==> config.mk <==
export PLATFORM = sky130hd
export DESIGN_NAME = iod_rx_delay_trainer_flat
export DESIGN_NICKNAME = d
export VERILOG_FILES = /design/src/rtl/iod_rx_delay_trainer_if.sv /design/src/rtl/iod_rx_delay_trainer.sv /design/src/flat_wrapper.sv
export SDC_FILE = /design/constraint.sdc
export NUM_CORES = 1
export LEC_CHECK = 0
export CAP_MARGIN = 20
export CORE_UTILIZATION = 55
export CTS_BUF_LIST = sky130_fd_sc_hd__clkbuf_16
export DETAILED_ROUTE_END_ITERATION = 6
export PLACE_DENSITY_LB_ADDON = 0.1
export SETUP_SLACK_MARGIN = 0.5
export SLEW_MARGIN = 5
export SYNTH_ARGS = -nofsm -noshare
export SYNTH_HDL_FRONTEND = slang
export SYNTH_SLANG_ARGS = --single-unit
export TNS_END_PERCENT = 5
==> constraint.sdc <==
create_clock -name fab_clk_i -period 8.75 [get_ports fab_clk_i]
set_input_delay 2.1875 -clock fab_clk_i [delete_from_list [all_inputs] [get_ports fab_clk_i]]
set_output_delay 2.1875 -clock fab_clk_i [all_outputs]
set_load 0.01 [all_outputs]
==> src/rtl/iod_rx_delay_trainer_if.sv <==
// Bundle of lane-side signals between the RX delay trainer and the IOD
// wrapper / fabric. The trainer connects through the slave modport; the
// environment that feeds RX data and consumes status uses the master modport.
interface iod_rx_delay_trainer_if #(
    parameter int DATA_W = 8,
    parameter int TAP_W  = 7
);
    logic              start;
    logic [DATA_W-1:0] rx_data;
    logic              rx_delay_line_out_of_range;
    logic              delay_line_sel;
    logic              delay_line_load;
    logic              delay_line_direction;
    logic              delay_line_move;
    logic              hs_io_clk_pause;
    logic              busy;
    logic              done;
    logic              error;
    logic [TAP_W-1:0]  win_start;
    logic [TAP_W-1:0]  win_end;
    logic [TAP_W-1:0]  center_tap;

    modport master (
        output start, rx_data, rx_delay_line_out_of_range,
        input  delay_line_sel, delay_line_load, delay_line_direction,
               delay_line_move, hs_io_clk_pause, busy, done, error,
               win_start, win_end, center_tap
    );

    modport slave (
        input  start, rx_data, rx_delay_line_out_of_range,
        output delay_line_sel, delay_line_load, delay_line_direction,
               delay_line_move, hs_io_clk_pause, busy, done, error,
               win_start, win_end, center_tap
    );
endinterface

==> src/rtl/iod_rx_delay_trainer.sv <==
// RX DQS delay-line trainer. Sweeps the delay line one tap at a time,
// qualifies each tap by comparing the deserialised word against a fixed
// training pattern, keeps the first passing window that is wide enough and
// finally parks the delay line at the centre of that window.
// Every delay-line load/move is wrapped in a three-cycle clock pause with the
// load/move pulse in the middle cycle. All outputs are registered.
module iod_rx_delay_trainer #(
    parameter int               DATA_W     = 8,
    parameter logic [DATA_W-1:0] PATTERN   = 8'h5A,
    parameter int               TAP_W      = 7,
    parameter int               MAX_TAPS   = 128,
    parameter int               SETTLE_CYC = 8,
    parameter int               CHECK_CYC  = 16,
    parameter int               MIN_WIN    = 4
) (
    input  logic                   fab_clk_i,
    input  logic                   reset_i,
    iod_rx_delay_trainer_if.slave  bus_if
);

    localparam int CNT_MAX = (SETTLE_CYC > CHECK_CYC) ? SETTLE_CYC : CHECK_CYC;
    localparam int CNT_W   = $clog2(CNT_MAX + 1);

    localparam logic [CNT_W-1:0] SETTLE_LAST = CNT_W'(SETTLE_CYC - 1);
    localparam logic [CNT_W-1:0] CHECK_LAST  = CNT_W'(CHECK_CYC - 1);
    localparam logic [TAP_W-1:0] LAST_TAP    = TAP_W'(MAX_TAPS - 1);
    localparam logic [TAP_W:0]   MIN_WIN_W   = (TAP_W + 1)'(MIN_WIN);

    // S_LOAD / S_RELOAD / S_MOVE are the three pulse sequences; ph_q walks
    // through their cycles (0: pause only, 1: pause + pulse, 2: pause only).
    typedef enum logic [3:0] {
        S_IDLE   = 4'd0,
        S_LOAD   = 4'd1,
        S_SETTLE = 4'd2,
        S_CHECK  = 4'd3,
        S_STEP   = 4'd4,
        S_MOVE   = 4'd5,
        S_CALC   = 4'd6,
        S_RELOAD = 4'd7,
        S_SEEK   = 4'd8,
        S_DONE   = 4'd9,
        S_FAIL   = 4'd10
    } state_t;

    state_t             state_q;
    logic [1:0]         ph_q;
    logic [CNT_W-1:0]   cnt_q;
    logic [TAP_W-1:0]   tap_q;
    logic               in_win_q;
    logic               pass_q;
    logic               seek_ret_q;
    logic [TAP_W-1:0]   win_start_q;
    logic [TAP_W-1:0]   win_end_q;
    logic [TAP_W-1:0]   center_q;
    logic               sel_q;
    logic               load_q;
    logic               dir_q;
    logic               move_q;
    logic               pause_q;
    logic               busy_q;
    logic               done_q;
    logic               error_q;

    logic               pass_d;
    logic [TAP_W:0]     width_d;
    logic [TAP_W:0]     sum_d;
    logic               win_ok_d;

    // Per-tap pass accumulation, current window width and centre sum.
    always_comb begin
        pass_d   = pass_q & (bus_if.rx_data == PATTERN);
        width_d  = {1'b0, win_end_q} - {1'b0, win_start_q} + (TAP_W + 1)'(1);
        sum_d    = {1'b0, win_start_q} + {1'b0, win_end_q};
        win_ok_d = in_win_q & (width_d >= MIN_WIN_W);
    end

    // Training FSM with all status and delay-line controls registered.
    always_ff @(posedge fab_clk_i) begin
        if (reset_i) begin
            state_q     <= S_IDLE;
            ph_q        <= 2'd0;
            cnt_q       <= '0;
            tap_q       <= '0;
            in_win_q    <= 1'b0;
            pass_q      <= 1'b0;
            seek_ret_q  <= 1'b0;
            win_start_q <= '0;
            win_end_q   <= '0;
            center_q    <= '0;
            sel_q       <= 1'b0;
            load_q      <= 1'b0;
            dir_q       <= 1'b0;
            move_q      <= 1'b0;
            pause_q     <= 1'b0;
            busy_q      <= 1'b0;
            done_q      <= 1'b0;
            error_q     <= 1'b0;
        end else begin
            case (state_q)
                S_IDLE, S_DONE, S_FAIL: begin
                    if (bus_if.start) begin
                        state_q  <= S_LOAD;
                        ph_q     <= 2'd0;
                        pause_q  <= 1'b1;
                        sel_q    <= 1'b1;
                        busy_q   <= 1'b1;
                        done_q   <= 1'b0;
                        error_q  <= 1'b0;
                        in_win_q <= 1'b0;
                    end
                end

                S_LOAD, S_RELOAD, S_MOVE: begin
                    case (ph_q)
                        2'd0: begin
                            if (state_q == S_MOVE) begin
                                move_q <= 1'b1;
                                dir_q  <= 1'b1;
                            end else begin
                                load_q <= 1'b1;
                            end
                            ph_q <= 2'd1;
                        end
                        2'd1: begin
                            load_q <= 1'b0;
                            move_q <= 1'b0;
                            dir_q  <= 1'b0;
                            ph_q   <= 2'd2;
                        end
                        default: begin
                            pause_q <= 1'b0;
                            ph_q    <= 2'd0;
                            if (state_q == S_LOAD) begin
                                tap_q   <= '0;
                                cnt_q   <= '0;
                                state_q <= S_SETTLE;
                            end else if (state_q == S_RELOAD) begin
                                tap_q   <= '0;
                                state_q <= S_SEEK;
                            end else begin
                                tap_q <= tap_q + TAP_W'(1);
                                if (seek_ret_q) begin
                                    state_q <= S_SEEK;
                                end else begin
                                    cnt_q   <= '0;
                                    state_q <= S_SETTLE;
                                end
                            end
                        end
                    endcase
                end

                S_SETTLE: begin
                    if (cnt_q == SETTLE_LAST) begin
                        cnt_q   <= '0;
                        pass_q  <= 1'b1;
                        state_q <= S_CHECK;
                    end else begin
                        cnt_q <= cnt_q + CNT_W'(1);
                    end
                end

                S_CHECK: begin
                    pass_q <= pass_d;
                    if (cnt_q == CHECK_LAST) begin
                        cnt_q <= '0;
                        if (pass_d) begin
                            if (!in_win_q) begin
                                win_start_q <= tap_q;
                                in_win_q    <= 1'b1;
                            end
                            win_end_q <= tap_q;
                            state_q   <= S_STEP;
                        end else if (win_ok_d) begin
                            // First qualifying window closed: stop sweeping.
                            state_q <= S_CALC;
                        end else begin
                            // Too-narrow window (if any) is forgotten.
                            in_win_q <= 1'b0;
                            state_q  <= S_STEP;
                        end
                    end else begin
                        cnt_q <= cnt_q + CNT_W'(1);
                    end
                end

                S_STEP: begin
                    if ((tap_q == LAST_TAP) || bus_if.rx_delay_line_out_of_range) begin
                        state_q <= S_CALC;
                    end else begin
                        seek_ret_q <= 1'b0;
                        pause_q    <= 1'b1;
                        ph_q       <= 2'd0;
                        state_q    <= S_MOVE;
                    end
                end

                S_CALC: begin
                    // A window still open at the end of the sweep is accepted
                    // here as long as it is wide enough.
                    if (win_ok_d) begin
                        center_q <= sum_d[TAP_W:1];
                        pause_q  <= 1'b1;
                        ph_q     <= 2'd0;
                        state_q  <= S_RELOAD;
                    end else begin
                        busy_q  <= 1'b0;
                        sel_q   <= 1'b0;
                        error_q <= 1'b1;
                        state_q <= S_FAIL;
                    end
                end

                S_SEEK: begin
                    if (tap_q != center_q) begin
                        seek_ret_q <= 1'b1;
                        pause_q    <= 1'b1;
                        ph_q       <= 2'd0;
                        state_q    <= S_MOVE;
                    end else begin
                        busy_q  <= 1'b0;
                        sel_q   <= 1'b0;
                        done_q  <= 1'b1;
                        state_q <= S_DONE;
                    end
                end

                default: begin
                    state_q <= S_IDLE;
                    ph_q    <= 2'd0;
                    sel_q   <= 1'b0;
                    load_q  <= 1'b0;
                    dir_q   <= 1'b0;
                    move_q  <= 1'b0;
                    pause_q <= 1'b0;
                    busy_q  <= 1'b0;
                    done_q  <= 1'b0;
                    error_q <= 1'b0;
                end
            endcase
        end
    end

    assign bus_if.delay_line_sel       = sel_q;
    assign bus_if.delay_line_load      = load_q;
    assign bus_if.delay_line_direction = dir_q;
    assign bus_if.delay_line_move      = move_q;
    assign bus_if.hs_io_clk_pause      = pause_q;
    assign bus_if.busy                 = busy_q;
    assign bus_if.done                 = done_q;
    assign bus_if.error                = error_q;
    assign bus_if.win_start            = win_start_q;
    assign bus_if.win_end              = win_end_q;
    assign bus_if.center_tap           = center_q;

endmodule

==> src/flat_wrapper.sv <==
// flat-port wrapper written by rule: the top's interface ports become plain ports
module iod_rx_delay_trainer_flat 
#(
    parameter int               DATA_W     = 8,
    parameter logic [DATA_W-1:0] PATTERN   = 8'h5A,
    parameter int               TAP_W      = 7,
    parameter int               MAX_TAPS   = 128,
    parameter int               SETTLE_CYC = 8,
    parameter int               CHECK_CYC  = 16,
    parameter int               MIN_WIN    = 4
)
  (fab_clk_i, reset_i, bus_if_start, bus_if_rx_data, bus_if_rx_delay_line_out_of_range, bus_if_delay_line_sel, bus_if_delay_line_load, bus_if_delay_line_direction, bus_if_delay_line_move, bus_if_hs_io_clk_pause, bus_if_busy, bus_if_done, bus_if_error, bus_if_win_start, bus_if_win_end, bus_if_center_tap);
  iod_rx_delay_trainer_if #(.DATA_W(DATA_W), .TAP_W(TAP_W)) bus_if_i ();
  input  logic fab_clk_i;
  input  logic reset_i;
  input wire logic [$bits(bus_if_i.start)-1:0] bus_if_start;
  input wire logic [$bits(bus_if_i.rx_data)-1:0] bus_if_rx_data;
  input wire logic [$bits(bus_if_i.rx_delay_line_out_of_range)-1:0] bus_if_rx_delay_line_out_of_range;
  output wire logic [$bits(bus_if_i.delay_line_sel)-1:0] bus_if_delay_line_sel;
  output wire logic [$bits(bus_if_i.delay_line_load)-1:0] bus_if_delay_line_load;
  output wire logic [$bits(bus_if_i.delay_line_direction)-1:0] bus_if_delay_line_direction;
  output wire logic [$bits(bus_if_i.delay_line_move)-1:0] bus_if_delay_line_move;
  output wire logic [$bits(bus_if_i.hs_io_clk_pause)-1:0] bus_if_hs_io_clk_pause;
  output wire logic [$bits(bus_if_i.busy)-1:0] bus_if_busy;
  output wire logic [$bits(bus_if_i.done)-1:0] bus_if_done;
  output wire logic [$bits(bus_if_i.error)-1:0] bus_if_error;
  output wire logic [$bits(bus_if_i.win_start)-1:0] bus_if_win_start;
  output wire logic [$bits(bus_if_i.win_end)-1:0] bus_if_win_end;
  output wire logic [$bits(bus_if_i.center_tap)-1:0] bus_if_center_tap;
  assign bus_if_i.start = bus_if_start;
  assign bus_if_i.rx_data = bus_if_rx_data;
  assign bus_if_i.rx_delay_line_out_of_range = bus_if_rx_delay_line_out_of_range;
  assign bus_if_delay_line_sel = bus_if_i.delay_line_sel;
  assign bus_if_delay_line_load = bus_if_i.delay_line_load;
  assign bus_if_delay_line_direction = bus_if_i.delay_line_direction;
  assign bus_if_delay_line_move = bus_if_i.delay_line_move;
  assign bus_if_hs_io_clk_pause = bus_if_i.hs_io_clk_pause;
  assign bus_if_busy = bus_if_i.busy;
  assign bus_if_done = bus_if_i.done;
  assign bus_if_error = bus_if_i.error;
  assign bus_if_win_start = bus_if_i.win_start;
  assign bus_if_win_end = bus_if_i.win_end;
  assign bus_if_center_tap = bus_if_i.center_tap;
  iod_rx_delay_trainer #(.DATA_W(DATA_W), .PATTERN(PATTERN), .TAP_W(TAP_W), .MAX_TAPS(MAX_TAPS), .SETTLE_CYC(SETTLE_CYC), .CHECK_CYC(CHECK_CYC), .MIN_WIN(MIN_WIN)) u_core (.fab_clk_i(fab_clk_i), .reset_i(reset_i), .bus_if(bus_if_i));
endmodule
==> results of run 1 <==
==> stage by stage <==
stage	power [uW]	setup slack [ns]	utilization
floorplan	433	5.24	-
global placement	481	4.62	0.650
detailed placement	482	4.55	0.650
CTS	703	4.85	0.680
global route	744	4.71	0.680
finish	705	4.87	0.680
==> layout by cell type (no fill, tap or decap), types with 4 or more instances in the layout <==
master           Yosys  final
dfxtp_1             48     48
nor2_1              47     47
clkdlybuf4s50_1      0     40
a21oi_1             27     27
ha_1                24     24
inv_1               22     22
nand2_1             19     19
o21ai_0             18     18
mux2i_1             17     17
xnor2_1             14     14
nand3_1             12     12
nor2b_1              9      9
a211oi_1             6      6
o21bai_1             6      6
nand4_1              5      5
or3_1                5      5
clkbuf_16            0      5
nor3_1               4      4
xor2_1               4      4
a31oi_1              4      4
==> flip-flops by register name (all words and copies together), names as in the netlist, 2 cells and up <==
register                  cells
u_core.ph_q                   2
u_core.cnt_q                  5
u_core.state_q                4
u_core.bus_if.win_start       7
u_core.tap_q                  7
u_core.bus_if.win_end         7
u_core.bus_if.center_tap      7
==> worst reg2reg max path, cell delays in order, from the launching register on <==
cell and delay (ns):
dfxtp_1 0.39, inv_1 0.10, ha_1 0.29, inv_1 0.04
ha_1 0.24, fa_1 0.42, and3_4 0.20, o21a_4 0.23
o211a_4 0.27, a311oi_4 0.71, nand3b_1 0.23, mux2_1 0.33
==> kinds of logic after synthesis <==
| logic type | count (synthesis) | share of synthesized area |
|---|---|---|
| flip-flops | 48 | 0.295 |
| multiplexers | 19 | 0.0591 |
| buffers and inverters | 45 | 0.0652 |
| AO/OA/AOI/OAI | 103 | 0.235 |
| XOR/XNOR | 18 | 0.0483 |
| AND/OR/NAND/NOR | 122 | 0.193 |
| adder cells (fa/ha/maj) | 26 | 0.104 |
==> cell type report <==
class	count	area, um^2
multi-input cells	288	2090
flip-flops and latches	48	961
clock inverters	3	46.3
clock buffers	5	125
fillers	487	1790
well taps	72	90.1
repair buffers	42	415
inverters	24	90.1
==> power by group <==
part / total (uW) / switching [uW] / internal (uW) / leakage, uW
Combinational: 219 / 123 / 96.1 / 0.000925
Sequential: 265 / 26.6 / 238 / 0.000388
Clock: 221 / 85.2 / 136 / 0.0000804
==> path summary, 6_finish.rpt <==
check	end	slack [ns]	cells after the start
min	u_core.bus_if.done$_SDFFE_PP0P_	0.48	2
max reg2reg	u_core.bus_if.busy$_SDFFE_PP0P_	5.18	11
max	u_core.bus_if.win_start[5]$_SDFFE_PP0P_	4.87	6
min reg2reg	u_core.bus_if.done$_SDFFE_PP0P_	0.48	2
==> layer usage <==
layer | part of all wire | track usage | up-vias
met2 | 0.44 | 0.384 | 87
met5 | 0 | 0 | -
met4 | 0.0094 | 0.0545 | 0
li1 | - | - | 1415
met3 | 0.049 | 0.0356 | 8
met1 | 0.50 | 0.394 | 1316
==> cell usage after synthesis, drive strengths merged (2+ instances only) <==
library cell   n
nor2          50
dfxtp         48
a21oi         27
ha            24
inv           23
nand2         19
o21ai         19
mux2i         17
xnor2         14
clkbuf        13
nand3         12
a211oi         9
nor2b          9
buf            7
o21bai         6
nand4          5
nor3           5
or3            5
a311oi         4
a31oi          4
xor2           4
a21o           3
a22o           3
a22oi          3
and3           3
o211ai         3
a221oi         2
fa             2
mux2           2
nand3b         2
o2111ai        2
o211a          2
o21a           2
o31ai          2
or2            2
==> results.md, run 1 <==
- PostCTS Resize Cnt: 0
- Synth Register Bits: 48
- Die W: 79.0 um
- Sequential area share after synthesis: 0.295
- Dpl cells: 474
- Max Cap Viol: 0
- Clock Tree Buf Depth: 2
- GRT Util Overall: 0.259
- Area after DPL: 0.00364 mm^2
- Mean Syn Cell Area: 8.56 um^2
- Initial antenna violation count: 0
- CP endpoint kind: flop
- Setup Skew: between 0.004 and 0.005 ns
- Clock slew at reported path FFs: 0.07 ns
- Layout Cells excl Fill: 482
- Fin area: 0.00381 mm^2
- Clk_lat worst skew: 0.29 ns
- Post-Syn Instances: 381
- Synth top area share: 0.295
- CP arrival: 4.04 ns
- Maximum clock frequency: 0.258 GHz
- Area growth syn-to-layout: 17.0%
- Rel. slew slack: 0.393
- Hold-fix buffers, CTS: 0
- Period minus WS final: 3.88 ns
- I/O pin count: 41
- Hold path start: u_core.bus_if.done$_SDFFE_PP0P_
- Layout cells sized above 1: 0.0707
- Top post-synthesis cells by area: dfxtp_1 (29%), ha_1 (9.2%), nor2_1 (5.4%)
- Final hold vios: 0
- Diodes inserted: 0
- GP Congestion: 0.860
- Root buffer cell: clkbuf_16
- Final Max Tran Viols: 0
- Via count: 2826
- Synth area leader: dfxtp_1
- Netlist cell types: 74
- Status: complete, no violations
- Max incr delay on CP: 0.50 ns
- Final nets: between 400 and 500
- Final setup viols: 0
- Startpoint types: primary input
- Critical Path RT: 8.91 ns
- Hold Crit Class: flop to flop
- First-pass GRT wire length: about 13000 um
- Buf/Inv on CP: 1
- CTS tree: done
- Antenna-violating nets left: 0
- IO Port Bufs: 40
- Drt drc: 0
- Delay-heaviest family, CP: simple AND/OR/NAND/NOR gates
- Wire per inst: 15.6 um
- Net Count, Synth: approximately 420
- H-tree depth: 2
- Iteration-0 DRC Markers: roughly 320
- Critical-path cell list: clkdlybuf4s50_1, nor4bb_1, nand4b_1, nor3_4, mux2i_1, nor2_1
- Clk sink count: 48
- Floorplan row count: 27
- Vias in the first global route: roughly 2500
- WHS: 0.478 ns
- Die area: 0.00624 mm^2
- Worst Tran Pin Value: 0.910 ns
- Die height: a little under 80 um
- Crit path from: bus_if_rx_data[4]
- Largest fanout on the critical path: 7
- Ys async rst share: 0
- Starting Density: 0.581
- EDFF count, synth: 0
- Main synth FF type: dfxtp_1
- Dpl hpwl: 5630 um
- R2R Path Start: u_core.bus_if.win_end[1]$_SDFFE_PP0P_
- GR Overflow Total: 0
- Final worst path period share: 0.443
- CP max stage cell: nor3_4
- Peak VDD IR: between 0.1 and 0.15 mV
- WS Path Type: primary input to flop
- Total wire length: between 7000 and 8000 um
- Pin count of the biggest net entering global routing: 45
- DRT Pass-1 Iters: 6
- Vias/cell: 5.86
- RSZ-0062 raised after global routing: no
- CTS Buf Count: 5
- Leakage power: around 0.0014 uW
- Power per cell area: 185 mW/mm^2
- Sum Neg Setup Slack: 0 ns
- # Post-CTS Setup Buffers: 0
- YS warnings: 0
- Core Box Area: 0.00561 mm^2
- Post-Syn Area: 0.00326 mm^2
Note: power is estimated with default switching activity, not from simulation.
==> inputs of run 2 (changes only) <==
==> constraint.sdc (replaced) <==
create_clock -name fab_clk_i -period 3.9 [get_ports fab_clk_i]
set_input_delay 0.975 -clock fab_clk_i [delete_from_list [all_inputs] [get_ports fab_clk_i]]
set_output_delay 0.975 -clock fab_clk_i [all_outputs]
set_load 0.01 [all_outputs]
==> run 2 against run 1 <==
  * Cell count increased by 0.83%
  * Clock power is 130% higher
  * Routed wire length rose by 5.7%
  * Flip-flop and latch count is the same
  * Register-to-register slack worse by 4.5 ns
  * Critical path depth grew 6
  * Sequential share of layout area down 0.20 points
  * Sequential power rose by 110%
  * Worst setup slack worse by 4.2 ns
  * Combinational power rose by 140%
  * Largest cell class unchanged
  * Largest power group unchanged
==> results.md, run 2 (synthesis gave the netlist of run 1 again) <==
- Critical Path RT: 4.08 ns
- Vias in the first global route: 2638
- Pwr Total: 1600 uW
- Vias/cell: 6.00
- Commonest non-fill, non-tap cells in the layout: dfxtp_1 (48), nor2_1 (47), clkdlybuf4s50_1 (40)
- Floorplan row count: 27
- Startpoint types: flop
- RSZ-0062 raised after global routing: no
- Core Box Area: 0.00561 mm^2
- Fin worst setup slack: between 0.6 and 0.7 ns
- Clock slew at reported path FFs: 0.07 ns
- Clk_lat worst skew: 0.29 ns
- I/O pin count: 41
- Max Cap Viol: 0
- Hold Crit Class: flop to flop
- CTS tree: done
- Period minus WS final: 3.22 ns
- Largest fanout on the critical path: 16
- Peak VDD IR: 0.288 mV
- Antenna-violating nets left: 0
- Area growth syn-to-layout: 17.9%
- M1 GR Usage: 0.399
- Power per cell area: approximately 420 mW/mm^2
- Drt drc: 0
- Total wire length: around 8000 um
- Worst Tran Pin Value: 0.938 ns
- Maximum clock frequency: 0.311 GHz
- First-pass GRT wire length: 13300 um
- Iteration-0 DRC Markers: 285
- Diodes inserted: 0
- DRT Pass-1 Iters: 5
- Dpl hpwl: 5880 um
- Sum Neg Setup Slack: 0 ns
- Setup Skew: approximately 0.0083 ns
- IO Port Bufs: 40
- Initial antenna violation count: 0
- Die W: ~79 um
- Pin count of the biggest net entering global routing: 28
- Final Max Tran Viols: 0
- Rel. slew slack: 0.374
- Hold-fix buffers, CTS: 0
- Final hold vios: 0
- Final setup viols: 0
- CP arrival: 3.40 ns
- Most common cell after layout, fill and taps aside: dfxtp_1
- Layout cells sized above 1: 0.0797
- GR Overflow Total: 0
- PostCTS Resize Cnt: 0
- Root buffer cell: clkbuf_16
- Gr busiest metal: met2
- Die height: 79.0 um
- Clk sink count: 48
- Starting Density: 0.581
- CTS Buf Count: 5
- Final nets: 451
- GRT Util Overall: 0.271
- Final worst path period share: 0.825
- Met3 usage: 0.0333
- H-tree depth: 2
- WHS: 0.486 ns
- Utilization after layout: 0.686
- Die area: 0.00624 mm^2
- Met2 GRT Util: 0.413
- CP endpoint kind: flop
- # Post-CTS Setup Buffers: 0
- Leakage power: 0.00141 uW
- WS Path Type: flop to flop
- GP Congestion: 0.933
- Wire per inst: 16.4 um
- Status: complete, no violations
- Clock Tree Buf Depth: 2
- Setup WS pre-CTS: 0.719 ns
- Via count: 2914
[run 2: cell count changes in the layout (fill, tap and decap cells not counted), sizes merged]
| cell | delta |
|---|---|
| buf | +4 |
[run 2: path summary, 6_finish.rpt]
kind	start	to	slack (ns)	depth (start not counted)
setup / recovery	u_core.bus_if.win_end[1]$_SDFFE_PP0P_	u_core.bus_if.busy$_SDFFE_PP0P_	0.68	12
hold reg to reg	u_core.bus_if.done$_SDFFE_PP0P_	u_core.bus_if.done$_SDFFE_PP0P_	0.49	2
setup reg to reg	u_core.bus_if.win_end[1]$_SDFFE_PP0P_	u_core.bus_if.busy$_SDFFE_PP0P_	0.68	12
hold / removal	u_core.bus_if.done$_SDFFE_PP0P_	u_core.bus_if.done$_SDFFE_PP0P_	0.49	2
[run 2: final cells by class]
cell class | count | area (um^2)
Clock buffer | 5 | 125
Clock inverter | 3 | 46.3
Fill cell | 498 | 1760
Inverter | 24 | 90.1
Multi-Input combinational cell | 288 | 2090
Sequential cell | 48 | 961
Tap cell | 72 | 90.1
Timing Repair Buffer | 46 | 445
[run 2: worst max-delay path, cell delays in order (launching register included)]
cell	delay, ns
dfxtp_1	0.37
inv_1	0.10
ha_1	0.30
inv_1	0.04
ha_1	0.22
fa_1	0.42
and3_4	0.20
o2111ai_1	0.32
o311ai_4	0.20
a311oi_4	0.22
buf_4	0.25
nand3b_1	0.14
mux2_1	0.32
[run 2: report_power, final]
group / switching (uW) / leakage, uW / total (uW) / internal (uW)
registers: 33.8 / 0.000388 / 568 / 534
logic: 306 / 0.000946 / 529 / 223
clock network: 199 / 0.0000804 / 504 / 305
[run 2: metrics by stage]
stage,instance area (um^2),instances
after global routing,3840,486
after detailed placement,3670,478
after global placement,3670,478
final,3840,486
after floorplan,3260,381
after CTS,3840,486
[run 2: per-layer routing]
layer  wire length (um)  vias to the layer above
met2               3600                      100
met5                  0                        -
met4                114                        0
met3                389                       15
met1               3870                     1370
li1                   -                     1429
==> inputs of run 3 (changes only) <==
--- a/config.mk
+++ b/config.mk
@@ -6,7 +6,7 @@
 export NUM_CORES = 1
 export LEC_CHECK = 0
 export CAP_MARGIN = 20
-export CORE_UTILIZATION = 55
+export CORE_UTILIZATION = 51
 export CTS_BUF_LIST = sky130_fd_sc_hd__clkbuf_16
 export DETAILED_ROUTE_END_ITERATION = 6
 export PLACE_DENSITY_LB_ADDON = 0.1
==> constraint.sdc (replaced) <==
create_clock -name fab_clk_i -period 2.6 [get_ports fab_clk_i]
set_input_delay 0.65 -clock fab_clk_i [delete_from_list [all_inputs] [get_ports fab_clk_i]]
set_output_delay 0.65 -clock fab_clk_i [all_outputs]
set_load 0.01 [all_outputs]
==> run 3 against run 2 <==
  * The run now ends with negative setup slack left
  * Clock-buffer cell count unchanged
  * Flip-flop and latch count is the same
  * Design area increased by 10%
==> results.md, run 3 (synthesis gave the netlist of run 1 again) <==
- Status: finished, violations left
- Failing checks: negative setup slack
- Fin worst setup slack: -0.135 ns
- Die W: 82.0 um
- Clock Tree Buf Depth: 2
- I/O pin count: 41
- Reg2reg path depth: 11
- Power per cell area: 553 mW/mm^2
- Max Cap Viol: 0
- Area growth syn-to-layout: 29.8%
- R2R Path Start: u_core.bus_if.win_end[1]$_SDFFE_PP0P_
- Drt drc: 0
- WS Path Type: flop to flop
- Startpoint types: flop
- Final Max Tran Viols: 0
- CTS Buf Count: 5
- Via count: 3139
- Hold Crit Class: flop to flop
- Critical Path RT: 2.77 ns
- Largest fanout on the critical path: 3
- Die height: 82.0 um
- Period minus WS final: 2.74 ns
- Floorplan row count: 28
- R2r setup slk: -0.14 ns
- Starting Density: 0.538
- WHS Endpoint: u_core.bus_if.done$_SDFFE_PP0P_
- WHS: between 0.4 and 0.5 ns
- GRT Util Overall: 0.282
- RSZ-0062 raised after global routing: yes
- Hold path start: u_core.bus_if.done$_SDFFE_PP0P_
- CP arrival: 2.91 ns
- CTS tree: done
- Layout cells sized above 1: 0.193
- Total wire length: about 9000 um
- Final nets: 488
- Register area: slightly below 0.001 mm^2
- Clock slew at reported path FFs: 0.07 ns
- Setup Skew: 0.00452 ns
- Most common cell after layout, fill and taps aside: nor2_1
- Worst hold path depth: 2
- Clk sink count: between 40 and 50
- Initial antenna violation count: 0
- CP endpoint kind: flop
- Iteration-0 DRC Markers: 233
- Maximum clock frequency: 0.366 GHz
- Number of fill cells: 469
- Rel. slew slack: 0.654
- Final setup viols: 11
- Vias/cell: 5.97
- Critical-path cell list: inv_4, ha_4, inv_4, ha_4, fa_2, and3_4, o21a_4, o211a_4, a311oi_4, nand3b_1, mux2_4
- Antenna-violating nets left: 0
- Reg2reg end: u_core.bus_if.busy$_SDFFE_PP0P_
- Footprint of the multi-input gates: 0.00218 mm^2
- Dpl hpwl: 6650 um
- Leakage power: 0.00165 uW
- GR Overflow Total: 0
- Final worst path period share: 1.05
- H-tree depth: 2
- GP Congestion: 0.908
- Peak VDD IR: about 0.44 mV
- Final hold vios: 0
- Core Box Area: between 0.006 and 0.007 mm^2
- Root buffer cell: clkbuf_16
- Max incr delay on CP: 0.36 ns
- DRT Pass-1 Iters: 6
- Pwr Total: 2340 uW
- Die area: between 0.006 and 0.007 mm^2
- Vias in the first global route: 2938
- Worst Tran Pin Value: 0.519 ns
- Commonest non-fill, non-tap cells in the layout: nor2_1 (47), dfxtp_1 (46), buf_4 (39)
- CP max stage cell: dfxtp_4
- Diodes inserted: 0
- Hold-fix buffers, CTS: 0
- Pin count of the biggest net entering global routing: 20
- First-pass GRT wire length: 14400 um
- Clk_lat worst skew: 0.28 ns
- IO Port Bufs: 40
- Wire per inst: 17.0 um
==> run 3: cell types whose count changed in the layout (fill, tap and decap cells not counted), sizes merged <==
cell / previous run / this run
clkinvlp: 1 / 0
buf: 6 / 43
clkinv: 1 / 2
bufinv: 1 / 0
inv: 24 / 25
dlymetal6s2s: 0 / 4
clkdlybuf4s50: 40 / 36
==> run 3: where the power goes <==
part	internal [uW]	total, uW	switching, uW	leakage [uW]
sequential	801	879	78.7	0.000389
clock	347	615	269	0.0000738
combinational	379	847	468	0.00119
total	1530	2340	816	0.00165
==> run 3: worst max path at each step <==
stage | startpoint | to | slack (ns) | cells after the start
after floorplan | u_core.bus_if.win_end[1]$_SDFFE_PP0P_ | u_core.bus_if.busy$_SDFFE_PP0P_ | -0.20 | 11
after global placement | u_core.bus_if.win_end[1]$_SDFFE_PP0P_ | u_core.bus_if.center_tap[4]$_SDFFE_PP0P_ | -0.09 | 12
after detailed placement | u_core.bus_if.win_end[1]$_SDFFE_PP0P_ | u_core.bus_if.center_tap[4]$_SDFFE_PP0P_ | -0.18 | 12
after CTS | u_core.bus_if.win_end[1]$_SDFFE_PP0P_ | u_core.bus_if.busy$_SDFFE_PP0P_ | -0.12 | 11
after global routing | u_core.bus_if.win_end[1]$_SDFFE_PP0P_ | u_core.bus_if.busy$_SDFFE_PP0P_ | -0.20 | 11
final | u_core.bus_if.win_end[1]$_SDFFE_PP0P_ | u_core.bus_if.busy$_SDFFE_PP0P_ | -0.14 | 11
==> run 3: final cells by class <==
type                            count  area share
Clock inverter                      3     0.00266
Clock buffer                        5      0.0296
Inverter                           24      0.0225
Sequential cell                    48       0.228
Tap cell                           75      0.0222
Multi-Input combinational cell    288       0.516
Timing Repair Buffer               83       0.179
==> run 3: per-stage QoR <==
| step | utilization | instances | setup TNS [ns] | cell area [um^2] | setup WS [ns] |
|---|---|---|---|---|---|
| CTS | 0.691 | 526 | -0.497 | 4190 | -0.125 |
| global placement | 0.661 | 517 | -0.521 | 4010 | -0.0872 |
| finish | 0.698 | 526 | -0.458 | 4230 | -0.135 |
| floorplan | - | 381 | -0.438 | 3310 | -0.204 |
| global route | 0.698 | 526 | -1.62 | 4230 | -0.200 |
| detailed placement | 0.661 | 517 | -1.30 | 4010 | -0.176 |
==> run 3: timing repair <==
item	CTS	global route
gates cloned	1	0
setup endpoints to repair	24	38
pin swaps	13	6
gates resized for setup	8	15
setup buffers	0	0
==> run 3: worst max-delay path, delay by kind of cell, from the launching register on <==
kind | cells | cell delay, ns
buffers and inverters | 2 | 0.07
AND/OR/NAND/NOR | 2 | 0.37
flip-flops | 1 | 0.36
AO/OA/AOI/OAI | 3 | 0.77
adder cells (fa/ha/maj) | 3 | 0.76
multiplexers | 1 | 0.30
==> run 3: per-layer routing <==
| layer | GRT usage | share of wire |
|---|---|---|
| met2 | 0.438 | 0.45 |
| met4 | 0.0684 | 0.010 |
| met5 | 0 | 0 |
| met1 | 0.403 | 0.48 |
| met3 | 0.0444 | 0.059 |
